### src/rtl/ar_request_fifo_if.sv
`default_nettype none
// ============================================================================
// Module   : ar_request_fifo_if
// Brief    : AXI read-address channel bundle with master/slave views.
// Revision : 1.0
// ============================================================================
interface ar_request_fifo_if #(
  parameter int ADDR_WIDTH = 32,
  parameter int BURST_TYPE = 2,
  parameter int BURST_LEN  = 8,
  parameter int BEAT_SIZE  = 3,
  parameter int ID         = 5
);
  logic [ADDR_WIDTH-1:0] ARADDR;
  logic [BURST_TYPE-1:0] ARBURST;
  logic [BURST_LEN-1:0]  ARLEN;
  logic [BEAT_SIZE-1:0]  ARSIZE;
  logic [ID-1:0]         ARID;
  logic                  ARVALID;
  logic                  ARREADY;

  modport master (output ARADDR, ARBURST, ARLEN, ARSIZE, ARID, ARVALID, input ARREADY);
  modport slave  (input ARADDR, ARBURST, ARLEN, ARSIZE, ARID, ARVALID, output ARREADY);
endinterface
`default_nettype wire

### src/rtl/ar_request_fifo.sv
`default_nettype none
// ============================================================================
// Module   : ar_request_fifo
// Brief    : First-word-fall-through AXI AR request FIFO with status flags,
//            flush and AR protocol checking (flag-and-store / flag-and-drop).
// Revision : 1.0
// ============================================================================
module ar_request_fifo #(
  parameter int AR_FIFO_DEPTH = 16,
  parameter int ADDR_WIDTH    = 32,
  parameter int BURST_TYPE    = 2,
  parameter int BURST_LEN     = 8,
  parameter int BEAT_SIZE     = 3,
  parameter int ID            = 5,
  parameter int MAX_SIZE      = 3,
  parameter int AF_THRESH     = AR_FIFO_DEPTH - 2,
  parameter int AE_THRESH     = 1,
  parameter int CHECK_MODE    = 1
) (
  input  wire logic                               AR_fifo_clk,
  input  wire logic                               AR_fifo_rst,
  input  wire logic                               AR_fifo_flush,
  ar_request_fifo_if.slave                        s_ar,
  ar_request_fifo_if.master                       m_ar,
  output logic [$clog2(AR_FIFO_DEPTH+1)-1:0]      AR_fifo_count,
  output logic                                    AR_fifo_full,
  output logic                                    AR_fifo_empty,
  output logic                                    AR_fifo_almost_full,
  output logic                                    AR_fifo_almost_empty,
  output logic                                    AR_err_valid,
  output logic [2:0]                              AR_err_code,
  output logic [ADDR_WIDTH-1:0]                   AR_err_addr,
  output logic [ID-1:0]                           AR_err_id,
  output logic [7:0]                              AR_err_cnt
);
  localparam int c_PTR_W   = $clog2(AR_FIFO_DEPTH);
  localparam int c_CNT_W   = $clog2(AR_FIFO_DEPTH+1);
  localparam int c_ENTRY_W = ADDR_WIDTH + BURST_TYPE + BURST_LEN + BEAT_SIZE + ID;
  localparam logic [c_CNT_W-1:0] c_DEPTH = c_CNT_W'(AR_FIFO_DEPTH);
  localparam logic [c_CNT_W-1:0] c_AF    = c_CNT_W'(AF_THRESH);
  localparam logic [c_CNT_W-1:0] c_AE    = c_CNT_W'(AE_THRESH);

  logic [c_ENTRY_W-1:0] r_mem [AR_FIFO_DEPTH];
  logic [c_ENTRY_W-1:0] r_head;
  logic [c_PTR_W-1:0]   r_wr_ptr;
  logic [c_PTR_W-1:0]   r_rd_ptr;
  logic [c_CNT_W-1:0]   r_count;
  logic                 r_err_valid;
  logic [2:0]           r_err_code;
  logic [ADDR_WIDTH-1:0] r_err_addr;
  logic [ID-1:0]        r_err_id;
  logic [7:0]           r_err_cnt;

  logic                 w_full;
  logic                 w_s_ready;
  logic                 w_m_valid;
  logic                 w_push;
  logic                 w_pop;
  logic                 w_err;
  logic                 w_store;
  logic [2:0]           w_err_code;
  logic [16:0]          w_bytes;
  logic [16:0]          w_end;
  logic [c_PTR_W-1:0]   w_rd_next;
  logic [c_CNT_W-1:0]   w_cnt_next;
  logic [c_ENTRY_W-1:0] w_s_entry;

  assign w_full    = (r_count == c_DEPTH);
  // Ready is forced low during reset so nothing can be accepted before the pointers are valid.
  assign w_s_ready = AR_fifo_rst && !w_full && !AR_fifo_flush;
  assign w_m_valid = (r_count != '0);
  assign w_push    = s_ar.ARVALID && w_s_ready;
  assign w_pop     = w_m_valid && m_ar.ARREADY;
  assign w_s_entry = {s_ar.ARADDR, s_ar.ARBURST, s_ar.ARLEN, s_ar.ARSIZE, s_ar.ARID};

  assign w_bytes = (17'(s_ar.ARLEN) + 17'd1) << s_ar.ARSIZE;
  assign w_end   = {5'b0, s_ar.ARADDR[11:0]} + w_bytes;

  always_comb begin
    w_err_code = 3'd0;
    if (CHECK_MODE != 0) begin
      if (s_ar.ARBURST == BURST_TYPE'(3))
        w_err_code = 3'd1;
      else if (s_ar.ARSIZE > BEAT_SIZE'(MAX_SIZE))
        w_err_code = 3'd2;
      else if ((s_ar.ARBURST == BURST_TYPE'(2)) &&
               !((s_ar.ARLEN == BURST_LEN'(1)) || (s_ar.ARLEN == BURST_LEN'(3)) ||
                 (s_ar.ARLEN == BURST_LEN'(7)) || (s_ar.ARLEN == BURST_LEN'(15))))
        w_err_code = 3'd3;
      else if ((s_ar.ARBURST == BURST_TYPE'(1)) && (w_end > 17'd4096))
        w_err_code = 3'd4;
    end
  end

  assign w_err      = w_push && (w_err_code != 3'd0);
  assign w_store    = w_push && !((CHECK_MODE == 2) && w_err);
  assign w_rd_next  = r_rd_ptr + c_PTR_W'(w_pop);
  assign w_cnt_next = r_count + c_CNT_W'(w_store) - c_CNT_W'(w_pop);

  always_ff @(posedge AR_fifo_clk) begin
    if (w_store)
      r_mem[r_wr_ptr] <= w_s_entry;
  end

  always_ff @(posedge AR_fifo_clk or negedge AR_fifo_rst) begin
    if (!AR_fifo_rst) begin
      r_wr_ptr <= '0;
      r_rd_ptr <= '0;
      r_count  <= '0;
      r_head   <= '0;
    end else if (AR_fifo_flush) begin
      r_wr_ptr <= '0;
      r_rd_ptr <= '0;
      r_count  <= '0;
    end else begin
      if (w_store)
        r_wr_ptr <= r_wr_ptr + 1'b1;
      r_rd_ptr <= w_rd_next;
      r_count  <= w_cnt_next;
      // When the new head is the entry being written this cycle, bypass the memory.
      if (w_store && (w_rd_next == r_wr_ptr))
        r_head <= w_s_entry;
      else if (w_pop)
        r_head <= r_mem[w_rd_next];
    end
  end

  always_ff @(posedge AR_fifo_clk or negedge AR_fifo_rst) begin
    if (!AR_fifo_rst) begin
      r_err_valid <= 1'b0;
      r_err_code  <= '0;
      r_err_addr  <= '0;
      r_err_id    <= '0;
      r_err_cnt   <= '0;
    end else begin
      r_err_valid <= w_err;
      if (w_err) begin
        r_err_code <= w_err_code;
        r_err_addr <= s_ar.ARADDR;
        r_err_id   <= s_ar.ARID;
        if (r_err_cnt != 8'hFF)
          r_err_cnt <= r_err_cnt + 8'd1;
      end
    end
  end

  assign s_ar.ARREADY = w_s_ready;
  assign m_ar.ARVALID = w_m_valid;
  assign {m_ar.ARADDR, m_ar.ARBURST, m_ar.ARLEN, m_ar.ARSIZE, m_ar.ARID} = r_head;

  assign AR_fifo_count        = r_count;
  assign AR_fifo_full         = w_full;
  assign AR_fifo_empty        = !w_m_valid;
  assign AR_fifo_almost_full  = (r_count >= c_AF);
  assign AR_fifo_almost_empty = (r_count <= c_AE);
  assign AR_err_valid         = r_err_valid;
  assign AR_err_code          = r_err_code;
  assign AR_err_addr          = r_err_addr;
  assign AR_err_id            = r_err_id;
  assign AR_err_cnt           = r_err_cnt;
endmodule
`default_nettype wire

### src/flat_wrapper.sv
// flat-port wrapper written by rule: the top's interface ports become plain ports
module ar_request_fifo_flat 
#(
  parameter int AR_FIFO_DEPTH = 16,
  parameter int ADDR_WIDTH    = 32,
  parameter int BURST_TYPE    = 2,
  parameter int BURST_LEN     = 8,
  parameter int BEAT_SIZE     = 3,
  parameter int ID            = 5,
  parameter int MAX_SIZE      = 3,
  parameter int AF_THRESH     = AR_FIFO_DEPTH - 2,
  parameter int AE_THRESH     = 1,
  parameter int CHECK_MODE    = 1
)
  (AR_fifo_clk, AR_fifo_rst, AR_fifo_flush, AR_fifo_count, AR_fifo_full, AR_fifo_empty, AR_fifo_almost_full, AR_fifo_almost_empty, AR_err_valid, AR_err_code, AR_err_addr, AR_err_id, AR_err_cnt, s_ar_ARADDR, s_ar_ARBURST, s_ar_ARLEN, s_ar_ARSIZE, s_ar_ARID, s_ar_ARVALID, s_ar_ARREADY, m_ar_ARADDR, m_ar_ARBURST, m_ar_ARLEN, m_ar_ARSIZE, m_ar_ARID, m_ar_ARVALID, m_ar_ARREADY);
  ar_request_fifo_if #(.ADDR_WIDTH(ADDR_WIDTH), .BURST_TYPE(BURST_TYPE), .BURST_LEN(BURST_LEN), .BEAT_SIZE(BEAT_SIZE), .ID(ID)) s_ar_i ();
  ar_request_fifo_if #(.ADDR_WIDTH(ADDR_WIDTH), .BURST_TYPE(BURST_TYPE), .BURST_LEN(BURST_LEN), .BEAT_SIZE(BEAT_SIZE), .ID(ID)) m_ar_i ();
  input  wire logic AR_fifo_clk;
  input  wire logic AR_fifo_rst;
  input  wire logic AR_fifo_flush;
  output logic [$clog2(AR_FIFO_DEPTH+1)-1:0] AR_fifo_count;
  output logic AR_fifo_full;
  output logic AR_fifo_empty;
  output logic AR_fifo_almost_full;
  output logic AR_fifo_almost_empty;
  output logic AR_err_valid;
  output logic [2:0] AR_err_code;
  output logic [ADDR_WIDTH-1:0] AR_err_addr;
  output logic [ID-1:0] AR_err_id;
  output logic [7:0] AR_err_cnt;
  input wire logic [$bits(s_ar_i.ARADDR)-1:0] s_ar_ARADDR;
  input wire logic [$bits(s_ar_i.ARBURST)-1:0] s_ar_ARBURST;
  input wire logic [$bits(s_ar_i.ARLEN)-1:0] s_ar_ARLEN;
  input wire logic [$bits(s_ar_i.ARSIZE)-1:0] s_ar_ARSIZE;
  input wire logic [$bits(s_ar_i.ARID)-1:0] s_ar_ARID;
  input wire logic [$bits(s_ar_i.ARVALID)-1:0] s_ar_ARVALID;
  output wire logic [$bits(s_ar_i.ARREADY)-1:0] s_ar_ARREADY;
  output wire logic [$bits(m_ar_i.ARADDR)-1:0] m_ar_ARADDR;
  output wire logic [$bits(m_ar_i.ARBURST)-1:0] m_ar_ARBURST;
  output wire logic [$bits(m_ar_i.ARLEN)-1:0] m_ar_ARLEN;
  output wire logic [$bits(m_ar_i.ARSIZE)-1:0] m_ar_ARSIZE;
  output wire logic [$bits(m_ar_i.ARID)-1:0] m_ar_ARID;
  output wire logic [$bits(m_ar_i.ARVALID)-1:0] m_ar_ARVALID;
  input wire logic [$bits(m_ar_i.ARREADY)-1:0] m_ar_ARREADY;
  assign s_ar_i.ARADDR = s_ar_ARADDR;
  assign s_ar_i.ARBURST = s_ar_ARBURST;
  assign s_ar_i.ARLEN = s_ar_ARLEN;
  assign s_ar_i.ARSIZE = s_ar_ARSIZE;
  assign s_ar_i.ARID = s_ar_ARID;
  assign s_ar_i.ARVALID = s_ar_ARVALID;
  assign s_ar_ARREADY = s_ar_i.ARREADY;
  assign m_ar_ARADDR = m_ar_i.ARADDR;
  assign m_ar_ARBURST = m_ar_i.ARBURST;
  assign m_ar_ARLEN = m_ar_i.ARLEN;
  assign m_ar_ARSIZE = m_ar_i.ARSIZE;
  assign m_ar_ARID = m_ar_i.ARID;
  assign m_ar_ARVALID = m_ar_i.ARVALID;
  assign m_ar_i.ARREADY = m_ar_ARREADY;
  ar_request_fifo #(.AR_FIFO_DEPTH(AR_FIFO_DEPTH), .ADDR_WIDTH(ADDR_WIDTH), .BURST_TYPE(BURST_TYPE), .BURST_LEN(BURST_LEN), .BEAT_SIZE(BEAT_SIZE), .ID(ID), .MAX_SIZE(MAX_SIZE), .AF_THRESH(AF_THRESH), .AE_THRESH(AE_THRESH), .CHECK_MODE(CHECK_MODE)) u_core (.AR_fifo_clk(AR_fifo_clk), .AR_fifo_rst(AR_fifo_rst), .AR_fifo_flush(AR_fifo_flush), .s_ar(s_ar_i), .m_ar(m_ar_i), .AR_fifo_count(AR_fifo_count), .AR_fifo_full(AR_fifo_full), .AR_fifo_empty(AR_fifo_empty), .AR_fifo_almost_full(AR_fifo_almost_full), .AR_fifo_almost_empty(AR_fifo_almost_empty), .AR_err_valid(AR_err_valid), .AR_err_code(AR_err_code), .AR_err_addr(AR_err_addr), .AR_err_id(AR_err_id), .AR_err_cnt(AR_err_cnt));
endmodule
### config.mk
export PLATFORM = sky130hd
export DESIGN_NAME = ar_request_fifo_flat
export DESIGN_NICKNAME = d
export VERILOG_FILES = /design/src/rtl/ar_request_fifo_if.sv /design/src/rtl/ar_request_fifo.sv /design/src/flat_wrapper.sv
export SDC_FILE = /design/constraint.sdc
export NUM_CORES = 1
export LEC_CHECK = 0
export BUFFER_PORTS_ARGS = -buffer_cell sky130_fd_sc_hd__buf_2
export CORE_MARGIN = 2
export CORE_UTILIZATION = 43
export CTS_CLUSTER_SIZE = 30
export DETAILED_ROUTE_END_ITERATION = 7
export SYNTH_ARGS = -nofsm -noshare
export SYNTH_HDL_FRONTEND = slang
export SYNTH_SLANG_ARGS = --single-unit
export TNS_END_PERCENT = 30
### constraint.sdc
create_clock -name AR_fifo_clk -period 4.6 [get_ports AR_fifo_clk]
set_input_delay 0.69 -clock AR_fifo_clk [delete_from_list [all_inputs] [get_ports AR_fifo_clk]]
set_output_delay 0.69 -clock AR_fifo_clk [all_outputs]
set_load 0.05 [all_outputs]
After elaboration in Yosys (flattened, before gate mapping)
Memory sizes are Yosys's and may differ from the RTL's. A register that Yosys moved wholly into a read port is not among the register bits.
Index checks and enable logic that the tools add are counted.
- add/subtract/negate cells: 7
- magnitude comparators: 4
- equality and inequality tests: 10
- shifts and indexed selects: 1
- multiplexer cells: 10
- bitwise gates (word level): 1
- reduce and logical (&&, ||, !) cells: 22
- operators by type and width (cell ; number):
    12-bit by 17-bit adder with 17-bit output ; 1
    17-bit by 13-bit > comparator with 1-bit output (second input constant) ; 1
    17-bit by 3-bit << shifter with 17-bit output ; 1
    3-bit two-way mux ; 4
    4-bit two-way mux ; 3
    8-bit by 1-bit adder with 9-bit output (second input constant) ; 1
    8-bit by 1-bit adder with 8-bit output (second input constant) ; 1
    8-bit by 1-bit equality test with 1-bit output (second input constant) ; 1
    8-bit by 2-bit equality test with 1-bit output (second input constant) ; 1
    8-bit by 3-bit equality test with 1-bit output (second input constant) ; 1
    8-bit by 4-bit equality test with 1-bit output (second input constant) ; 1
    1-bit logical AND ; 8
    8-bit != test (second input constant) ; 1
    5-bit by 1-bit adder with 5-bit output ; 1
    5-bit equality test (second input constant) ; 1
    5-bit by 4-bit greater-or-equal comparator with 1-bit output (second input constant) ; 1
    5-bit by 1-bit <= comparator with 1-bit output (second input constant) ; 1
    1-bit logical NOT ; 5
    5-bit two-way mux ; 1
    5-bit nonzero test ; 1
    5-bit by 1-bit subtractor with 5-bit output ; 1
    4-bit by 1-bit adder with 4-bit output ; 1
    4-bit by 1-bit adder with 4-bit output (second input constant) ; 1
    2-bit equality test (second input constant) ; 2
    9 further kinds ; 14
- flip-flop bits (word level): 62
- memory bits (writable): 800
- output and inout bits: 110
- word-level logic and storage cells: 64
- memories kept: 1
- memory list (memory ; depth ; bits a word ; rd ports ; clocked after memory_dff ; wr ports ; line ; source):
    u_core.r_mem ; 16 ; 50 ; 1 ; 1 ; 1 ; ar_request_fifo.sv:43 ; logic [c_ENTRY_W-1:0] r_mem [AR_FIFO_DEPTH];

Logic depth before layout (Yosys ltp)
Gate-level depths: netlist of the first run.
- depth after elaboration: 12
- mapped depth: 20
- mapped depth without buffers: 18

Worst setup path before layout of the first run
No wires, ideal clock.
- path type: reg-to-reg
- start: register u_core.r_count[2] (netlist: u_core.AR_fifo_count[2])
- end: memory u_core.r_mem[4][0] (netlist bit) (enable)
- setup time: 0.413 ns
- arrival time: 4.870 ns
- required time: 4.187 ns
- slack: -0.682 ns
- stages on the path, launching flop included: 11
- buffers on the path: 1
- clock period less this slack: 5.282 ns
- path through: dfrtp_1 inv_1 ha_1 nor4bb_1 nor3b_1 nand2_1 inv_2 clkbuf_1 nand2_1 nor2_1 and2_1
- word-level cells in the longest chain between the ends: 7
- ends and longest elaborated chain (what ; line ; source):
    start, declared ; ar_request_fifo.sv:47 ; logic [c_CNT_W-1:0] r_count;
    start signal, assigned ; ar_request_fifo.sv:119 ; r_count <= w_cnt_next;
    5-bit equality test ; ar_request_fifo.sv:68 ; assign w_full = (r_count == c_DEPTH);
    via AR_fifo_full ; flat_wrapper.sv:22 ; output logic AR_fifo_full;
    1-bit logical NOT ; ar_request_fifo.sv:70 ; assign w_s_ready = AR_fifo_rst && !w_full && !AR_fifo_flush;
    1-bit logical AND (2 in series) ; ar_request_fifo.sv:70 ;
    via s_ar_ARREADY ; flat_wrapper.sv:37 ; output wire logic [$bits(s_ar_i.ARREADY)-1:0] s_ar_ARREADY;
    1-bit logical AND ; ar_request_fifo.sv:72 ; assign w_push = s_ar.ARVALID && w_s_ready;
    1-bit two-way mux ; ar_request_fifo.sv:101 ; if (w_store)
    1-bit two-way mux (implied by the code) ; ar_request_fifo.sv:102 ; r_mem[r_wr_ptr] <= w_s_entry;
    end, declared ; ar_request_fifo.sv:43 ;
The timed path passes the listed nets, and every way through them passes these cells.

Worst setup path after layout of the first run
- start: input port s_ar_ARLEN[0]
- end: register u_core.r_err_cnt[1] (netlist: u_core.AR_err_cnt[1])
- word-level cells in the longest chain between the ends: 12
- elaborated cells on any way between the ends: 21
- ends and longest elaborated chain (what ; line ; source):
    start, declared ; flat_wrapper.sv:33 ; input wire logic [$bits(s_ar_i.ARLEN)-1:0] s_ar_ARLEN;
    8-bit by 1-bit adder with 9-bit output, or another cell as far along ; ar_request_fifo.sv:76 ; assign w_bytes = (17'(s_ar.ARLEN) + 17'd1) << s_ar.ARSIZE;
    17-bit by 3-bit << shifter with 17-bit output / 1-bit logical OR (equally long branches) ; ar_request_fifo.sv:76, ar_request_fifo.sv:87 ;
    12-bit by 17-bit adder with 17-bit output / 1-bit logical OR (equally long branches) ; ar_request_fifo.sv:77, ar_request_fifo.sv:87 ;
    17-bit by 13-bit > comparator with 1-bit output / 1-bit logical OR (equally long branches) ; ar_request_fifo.sv:90, ar_request_fifo.sv:88 ;
    1-bit logical AND / 1-bit logical NOT (equally long branches) ; ar_request_fifo.sv:90, ar_request_fifo.sv:87 ;
    3-bit two-way mux / 1-bit logical AND (equally long branches) ; ar_request_fifo.sv:90, ar_request_fifo.sv:86 ;
    3-bit two-way mux (*) ; ar_request_fifo.sv:86 ; else if ((s_ar.ARBURST == BURST_TYPE'(2)) &&
    3-bit two-way mux (*) ; ar_request_fifo.sv:84 ; else if (s_ar.ARSIZE > BEAT_SIZE'(MAX_SIZE))
    3-bit two-way mux (*) ; ar_request_fifo.sv:82 ; if (s_ar.ARBURST == BURST_TYPE'(3))
    3-bit nonzero test (*) ; ar_request_fifo.sv:95 ; assign w_err = w_push && (w_err_code != 3'd0);
    1-bit logical AND (*) ; ar_request_fifo.sv:95 ;
    2-bit AND reduction (no line) (*) ; -- ;
    end signal, assigned ; ar_request_fifo.sv:142 ; r_err_cnt <= r_err_cnt + 8'd1;
    end, declared ; ar_request_fifo.sv:52 ; logic [7:0] r_err_cnt;
Every way passes the cells marked *; elsewhere a longest branch is shown, timed or not.
A chain may end at the register's enable or synchronous reset.

==> implementation parameters, run 1 <==
Parameter                              Value

Clocking
  Number of gates given a new drive strength after cts    0
  Number of buffers inserted for hold repair after clock tree synthesis    0
  CTS root buffer    clkbuf_16
  Maximum level of the CTS H-tree    3
  Bufs on Longest Clock Path    3
  Sinks on the clock net    912
  Clock tree from TritonCTS    yes
  Num CTS Buffers    96
  Clk Latency, worst-skew pair    0.64 ns
  Setup fix buffers added after clock tree synthesis    0
  Register clock-pin slew on the reported worst setup and hold paths    0.06 ns

Synth
  Area share of the largest cell type after synthesis    0.661
  Most used DFF post-synth    edfxtp_1
  Post-synthesis cell type with the largest combined area    edfxtp_1
  Top-count cell post-synth    edfxtp_1
  Number of enable-type register cells in the synthesized netlist    800
  Syn_area_per_cell    20.7 um2
  Synthesized netlist cell count    1759
  Sequential cell area fraction in the yosys report    0.739
  #FFs+latches synth    912
  Top area cells in the synthesized netlist    edfxtp_1 66%, mux4_2 16%, dfrtp_1 7.7%
  Asr flop ratio synth    0.123
  Unique masters post-synth    59
  Cell types with the highest counts after synthesis    800 x edfxtp_1, 250 x mux4_2, 112 x dfrtp_1, 80 x nand2_1, 60 x o21ai_1
  Syn Std Cell Area    0.0363 mm2
  Synth warnings    0
  Number of nets in the synthesized netlist    1850

Die
  Core ar.    0.0837 mm2
  Die H    295 um
  Initial core utilization    0.434
  Area of the die    0.0868 mm2
  Number of rows in the core area    106
  I/O pin total    165
  Horizontal extent of the die    295 um

Timing
  Min Hold Slack    0.229 ns
  Final setup violation count    0
  Shortest clock period the worst path allows after layout    4.14 ns
  Slew of the pin with the lowest slew margin    0.760 ns
  Number of hold-slack violations in the final timing report    0
  Unrepaired setup endpoints after global routing    no
  Final worst-path cycle share    0.900
  Slew Viols, Final    0
  FMAX    241 MHz
  Layout Skew    0.0213 ns
  Worst slew margin    0.494
  Final setup TNS    0 ns

GRT
  Antenna violations before repair    3
  Via count of the first global-routing pass    19.1k
  Pin count of the biggest net entering global routing    81
  Grt total ovfl    0
  Global-route usage over all layers    0.204
  Wire length of the first global-routing pass    128000 um

Setup path
  Maximum net fanout on the critical path    8
  Required @ worst endpoint    5.13 ns
  Category of the worst setup path launch point    input port
  Category of the most critical setup path    in -> reg
  Endpoint type of the worst setup path    flip-flop
  Count of cells along the worst register-to-register path    11
  Arr. time, crit path    4.67 ns

Run status
  Status    finished clean

Drt
  Final routed wire length divided by cell count    26.4 um
  1st-iter DRT viols    1689
  First-pass iteration count of the detailed router    5
  Total detailed-routing wirelength    86400 um
  Vias/cell    5.56
  Number of vias after detailed routing    18.2k
  Number of remaining DRC errors    0
  Antenna Violating Nets Remaining    0

Placed design
  Count of input and output buffers    164
  Placed insts    3087
  Final weighted congestion in routability-driven placement    0.811
  Half-perimeter wire length after detailed placement    49000 um

Finish
  Layout cell share with drive strength beyond 1    0.329
  Growth of design area from synthesis to finish    17.4%
  Final net count    2142
  Number of filler instances in the final layout    6684
  Post-Layout Cell Count    3268

Power
  Total power after layout    25.6 mW
  Static leakage    14.5 nW
  Worst IR Drop VDD    0.000410 V
  Areal power density over the cells    600 mW/mm2

Job
  Reported max-cap violation count    0

Hold path
  Class of the worst hold path    in -> async
==> placed cells by master (no fill, tap or decap), types with 28 or more instances in the layout <==
| cell type | Yosys | final |
|---|---|---|
| o21ai_1 | 60 | 59 |
| buf_12 | 0 | 32 |
| buf_2 | 11 | 163 |
| mux2_1 | 39 | 39 |
| edfxtp_1 | 800 | 800 |
| clkbuf_16 | 0 | 102 |
| clkbuf_1 | 59 | 28 |
| mux2i_1 | 58 | 58 |
| nor2_1 | 37 | 37 |
| dfrtp_1 | 112 | 112 |
| buf_4 | 1 | 89 |
| ha_1 | 34 | 32 |
| mux4_2 | 250 | 250 |
| nand2_1 | 80 | 80 |
==> flip-flops by register name (all words and copies together), names as in the netlist <==
name                  count
u_core.r_head            50
u_core.r_mem            800
u_core.r_rd_ptr           4
u_core.AR_fifo_count      5
u_core.AR_err_addr       32
u_core.r_wr_ptr           4
u_core.AR_err_code        3
u_core.AR_err_valid       1
u_core.AR_err_cnt         8
u_core.AR_err_id          5
==> worst paths after layout <==
kind / from / endpoint / slack (ns)
max: s_ar_ARLEN[0] / u_core.AR_err_cnt[1]$_DFFE_PN0P_ / 0.46
min: AR_fifo_rst / u_core.AR_err_addr[25]$_DFFE_PN0P_ / 0.23
max reg2reg: u_core.AR_fifo_count[2]$_DFF_PN0_ / u_core.r_head[14]$_DFFE_PN0P_ / 0.53
min reg2reg: u_core.r_head[21]$_DFFE_PN0P_ / u_core.r_head[21]$_DFFE_PN0P_ / 0.48
max in group asynchronous: AR_fifo_rst / u_core.r_head[19]$_DFFE_PN0P_ / 2.74
min in group AR_fifo_clk: s_ar_ARLEN[0] / u_core.r_mem[0][8]$_DFFE_PP_ / 0.37
==> final cells by class <==
| cell class | instances | area (um2) | share of cell area |
|---|---|---|---|
| multi-input cells | 731 | 9130 | 0.214 |
| inverters | 25 | 93.8 | 0.00220 |
| well taps | 1134 | 1420 | 0.0333 |
| diodes | 1 | 2.50 | 0.0000587 |
| clock buffers | 136 | 2740 | 0.0642 |
| flip-flops and latches | 912 | 26800 | 0.629 |
| repair buffers | 285 | 2140 | 0.0501 |
| clock inverters | 44 | 314 | 0.00736 |
==> layer usage <==
layer | GRT usage | routed length, um | vias up
met5 | 0 | 24 | -
met4 | 0.0495 | 1480 | 4
met3 | 0.0382 | 4890 | 92
met2 | 0.337 | 42900 | 483
met1 | 0.282 | 37100 | 9767
li1 | - | - | 7812
==> critical path: stages <==
cell	delay, ns
buf_2	0.11
ha_1	0.22
nand2_1	0.10
buf_4	0.12
nor2_1	0.04
nand2_1	0.09
nand2_1	0.06
a21oi_1	0.24
mux2i_1	0.14
mux2i_1	0.24
ha_1	0.29
nor3b_1	0.15
a2111o_1	0.42
nor4b_2	0.27
nand3_1	0.09
or4_1	0.48
o21ai_4	0.23
buf_4	0.21
or2_1	0.15
mux2_1	0.32
==> kinds of logic (layout without fill, tap and decap cells) <==
group,after synthesis,in the layout,synth area share
flops,912,912,0.739
mux,350,350,0.184
simple gates,191,191,0.0248
compound gates,135,135,0.0218
buf+inv,116,490,0.0133
fa+ha+maj,36,36,0.0128
xor+xnor,19,19,0.00458
other cells,0,1,0
==> metrics by stage <==
stage	area, um2	worst slack, ns	utilization
3_3_place_gp	39600	-0.134	0.473
2_1_floorplan	36300	-0.386	-
4_1_cts	42700	0.419	0.510
3_5_place_dp	39600	-0.210	0.473
5_1_grt	42700	0.177	0.510
6_report	42700	0.459	0.510
==> power breakdown <==
group	switching [mW]	internal [mW]	total, mW
logic	4.60	3.84	8.44
registers	0.241	9.44	9.68
clock network	3.09	4.36	7.45
total	7.93	17.6	25.6
No activity file was read; power rests on OpenSTA's default activity.
==> inputs of run 2 (changes only) <==
==> constraint.sdc (replaced) <==
create_clock -name AR_fifo_clk -period 4.6 [get_ports AR_fifo_clk]
set_input_delay 0.69 -clock AR_fifo_clk [delete_from_list [all_inputs] [get_ports AR_fifo_clk]]
set_output_delay 0.69 -clock AR_fifo_clk [all_outputs]
set_load 0.005 [all_outputs]
==> run 2 against run 1 <==
Compared with the run above:
- maximum frequency down 2.1%
- combinational power decreased by 17%
- clock-buffer cell count shrank 2
- sequential power hardly changed
- critical path depth down 1
- sequential share of layout area increased by 0.46 points
- non-clock buffer count fell by 16
- die area unchanged
- power down 5.1%
- clock power rose by 1%
- core utilization decreased by 0.37 points
- global-route usage about the same
- highest routed layer unchanged
==> implementation parameters, run 2 (synthesis results as in run 1) <==
Parameter                              Value

Run status
  Status    finished clean (unchanged)

Clocking
  Maximum level of the CTS H-tree    3 (unchanged)
  Num CTS Buffers    94 (was 96)
  Clock tree from TritonCTS    yes (unchanged)
  Number of gates given a new drive strength after cts    0 (unchanged)
  Clk Latency, worst-skew pair    0.63 ns (was 0.64 ns)
  Register clock-pin slew on the reported worst setup and hold paths    0.06 ns (about the same)
  Number of buffers inserted for hold repair after clock tree synthesis    1 (was 0)
  Bufs on Longest Clock Path    3 (unchanged)
  Sinks on the clock net    912 (unchanged)
  CTS root buffer    clkbuf_16 (unchanged)
  Setup fix buffers added after clock tree synthesis    0 (unchanged)

Timing
  Slew of the pin with the lowest slew margin    1.12 ns (was 0.760 ns)
  Final setup violation count    0 (unchanged)
  Unrepaired setup endpoints after global routing    no (unchanged)
  Final worst-path cycle share    0.919 (was 0.900)
  Shortest clock period the worst path allows after layout    4.23 ns (was 4.14 ns)
  Number of hold-slack violations in the final timing report    0 (unchanged)
  Layout Skew    0.0146 ns (was 0.0213 ns)
  Worst slew margin    0.255 (was 0.494)
  FMAX    236 MHz (was 241 MHz)
  Slew Viols, Final    0 (unchanged)

GRT
  Global-route usage over all layers    0.204 (about the same)
  Wire length of the first global-routing pass    128000 um (about the same)
  Grt total ovfl    0 (unchanged)
  Antenna violations before repair    1 (was 3)
  Via count of the first global-routing pass    19.1k (about the same)
  Pin count of the biggest net entering global routing    101 (was 81)

Drt
  Vias/cell    5.63 (was 5.56)
  Antenna Violating Nets Remaining    0 (unchanged)
  First-pass iteration count of the detailed router    5 (unchanged)
  Total detailed-routing wirelength    86900 um (was 86400 um)
  Number of remaining DRC errors    0 (unchanged)
  Final routed wire length divided by cell count    26.8 um (was 26.4 um)
  1st-iter DRT viols    1677 (was 1689)
  Number of vias after detailed routing    18.3k (was 18.2k)

Setup path
  Category of the worst setup path launch point    input port (unchanged)
  Maximum net fanout on the critical path    11 (was 8)
  Endpoint type of the worst setup path    flip-flop (unchanged)
  List of cells traversed by the critical path    buf_2, ha_1, nand2_1, nor2_1, xor2_1, nor2_1, a21oi_1, mux2i_1, mux2i_1, ha_1, nor3b_1, a2111o_1, nor4b_2, nand3_1, or4_1, o21ai_4, buf_12, buf_12, mux2_1 (was buf_2, ha_1, nand2_1, buf_4, nor2_1, nand2_1, nand2_1, a21oi_1, mux2i_1, mux2i_1, ha_1, nor3b_1, a2111o_1, nor4b_2, nand3_1, or4_1, o21ai_4, buf_4, or2_1, mux2_1)
  Worst path max stage delay    0.49 ns (was 0.48 ns)
  Required @ worst endpoint    5.10 ns (was 5.13 ns)
  Category of the most critical setup path    in -> reg (unchanged)
  Number of buffers and inverters on the critical path    3 (unchanged)
  Critical path's slowest cell    or4_1 (unchanged)
  Largest delay contributor family on the critical path    simple AND/OR/NAND/NOR gates (unchanged)
  Arr. time, crit path    4.73 ns (was 4.67 ns)

Power
  Static leakage    14.3 nW (was 14.5 nW)
  Share of total power in combinational logic    0.290 (was 0.330)
  Worst IR Drop VDD    0.000465 V (was 0.000410 V)
  Clock power frac    0.310 (was 0.291)
  Internal portion of total power    17.7 mW (was 17.6 mW)
  Areal power density over the cells    573 mW/mm2 (was 600 mW/mm2)
  Total power after layout    24.3 mW (was 25.6 mW)
  Switching Share    0.269 (was 0.310)
  Switching power    6.54 mW (was 7.93 mW)
  Sequential group share of total power    0.400 (was 0.379)

Placed design
  Area after detailed placement    0.0393 mm2 (was 0.0396 mm2)
  Half-perimeter wire length after detailed placement    46800 um (was 49000 um)
  Final weighted congestion in routability-driven placement    0.810 (was 0.811)
  Count of input and output buffers    164 (unchanged)

Die
  Core ar.    0.0837 mm2 (unchanged)
  Die H    295 um (unchanged)
  Initial core utilization    0.434 (unchanged)
  I/O pin total    165 (unchanged)
  Horizontal extent of the die    295 um (unchanged)
  Number of rows in the core area    106 (unchanged)
  Area of the die    0.0868 mm2 (unchanged)

Finish
  Register Area    0.0268 mm2 (unchanged)
  Multi-input logic area    0.00914 mm2 (was 0.00913 mm2)
  Final net count    2124 (was 2142)
  Most common library cell in the layout ignoring fill and taps    edfxtp_1 (unchanged)
  Growth of design area from synthesis to finish    16.6% (was 17.4%)
  Layout cell share with drive strength beyond 1    0.324 (was 0.329)
  Final cell area excluding filler cells    0.0423 mm2 (was 0.0427 mm2)
  Register bank with the most flops    u_core.r_mem (unchanged)
  Most frequent cells in the layout    800 x edfxtp_1, 250 x mux4_2, 163 x buf_2 (unchanged)
  Number of filler instances in the final layout    6714 (was 6684)
  Number of flip-flops in the largest register    800 (unchanged)

Job
  Reported max-cap violation count    0 (unchanged)

Hold path
  Class of the worst hold path    in -> reg (was in -> async)
run 2: cell count changes in the layout (fill, tap and decap cells not counted), sizes merged:
| cell | delta |
|---|---|
| dlygate4sd3 | +1 |
| clkinv | -11 |
| bufinv | +4 |
| clkbuf | -2 |
| clkinvlp | +3 |
| buf | -17 |
run 2: worst register-to-register path, stage by stage, from the launching register on:
cell and delay, ns:
dfrtp_1 0.42, inv_1 0.12, ha_1 0.22, nand2_1 0.08, nor3_1 0.07, buf_4 0.16, nor2b_1 0.46, ha_4 0.24
ha_4 0.22, xnor2_1 0.18, nand3_1 0.11, nor3_2 0.39, buf_12 0.49, mux2i_1 0.58, o21ai_1 0.12
run 2: per-stage QoR:
step | hold slack [ns] | TNS (ns) | std cells | util | setup WS [ns]
floorplan | 0.394 | 0 | 1759 | - | 0.243
global placement | 0.465 | -8.81 | 3069 | 0.469 | -0.231
detailed placement | 0.470 | -10.93 | 3070 | 0.469 | -0.284
CTS | 0.384 | 0 | 3245 | 0.506 | 0.390
global route | 0.413 | 0 | 3245 | 0.506 | 0.0510
finish | 0.400 | 0 | 3246 | 0.506 | 0.371
run 2: area by class of cell:
cell class | count | share of cell area
clock inverters | 40 | 0.00946
inverters | 25 | 0.00222
diodes | 1 | 0.0000591
repair buffers | 269 | 0.0429
flip-flops and latches | 912 | 0.633
clock buffers | 134 | 0.0625
multi-input cells | 731 | 0.216
well taps | 1134 | 0.0335
run 2: final timing paths:
path	startpoint	endpoint	slack [ns]	cells past startpoint
max in group asynchronous	AR_fifo_rst	u_core.r_head[19]$_DFFE_PN0P_	2.78	4
min in group asynchronous	AR_fifo_rst	u_core.r_head[34]$_DFFE_PN0P_	0.59	3
min reg2reg	u_core.r_head[42]$_DFFE_PN0P_	u_core.r_head[42]$_DFFE_PN0P_	0.48	2
min	s_ar_ARLEN[4]	u_core.r_mem[1][12]$_DFFE_PP_	0.40	1
max	s_ar_ARLEN[1]	u_core.AR_err_addr[16]$_DFFE_PN0P_	0.37	19
max reg2reg	u_core.AR_fifo_count[2]$_DFF_PN0_	u_core.r_head[17]$_DFFE_PN0P_	0.61	14
run 2: power groups by stage:
stage / logic [mW] / registers (mW) / clock network, mW
3_3_place_gp: 7.11 / 9.86 / 0
2_1_floorplan: 4.89 / 9.87 / 0
5_1_grt: 7.64 / 9.76 / 7.98
3_5_place_dp: 7.18 / 9.88 / 0
6_report: 7.03 / 9.71 / 7.53
4_1_cts: 7.20 / 9.72 / 7.65
run 2: metal layers:
metal / vias to the layer above / part of all wire / GRT usage
li1: 7771 / - / -
met1: 9833 / 0.44 / 0.290
met2: 558 / 0.49 / 0.335
met3: 126 / 0.051 / 0.0279
met4: 2 / 0.020 / 0.0523
met5: - / 0.000081 / 0
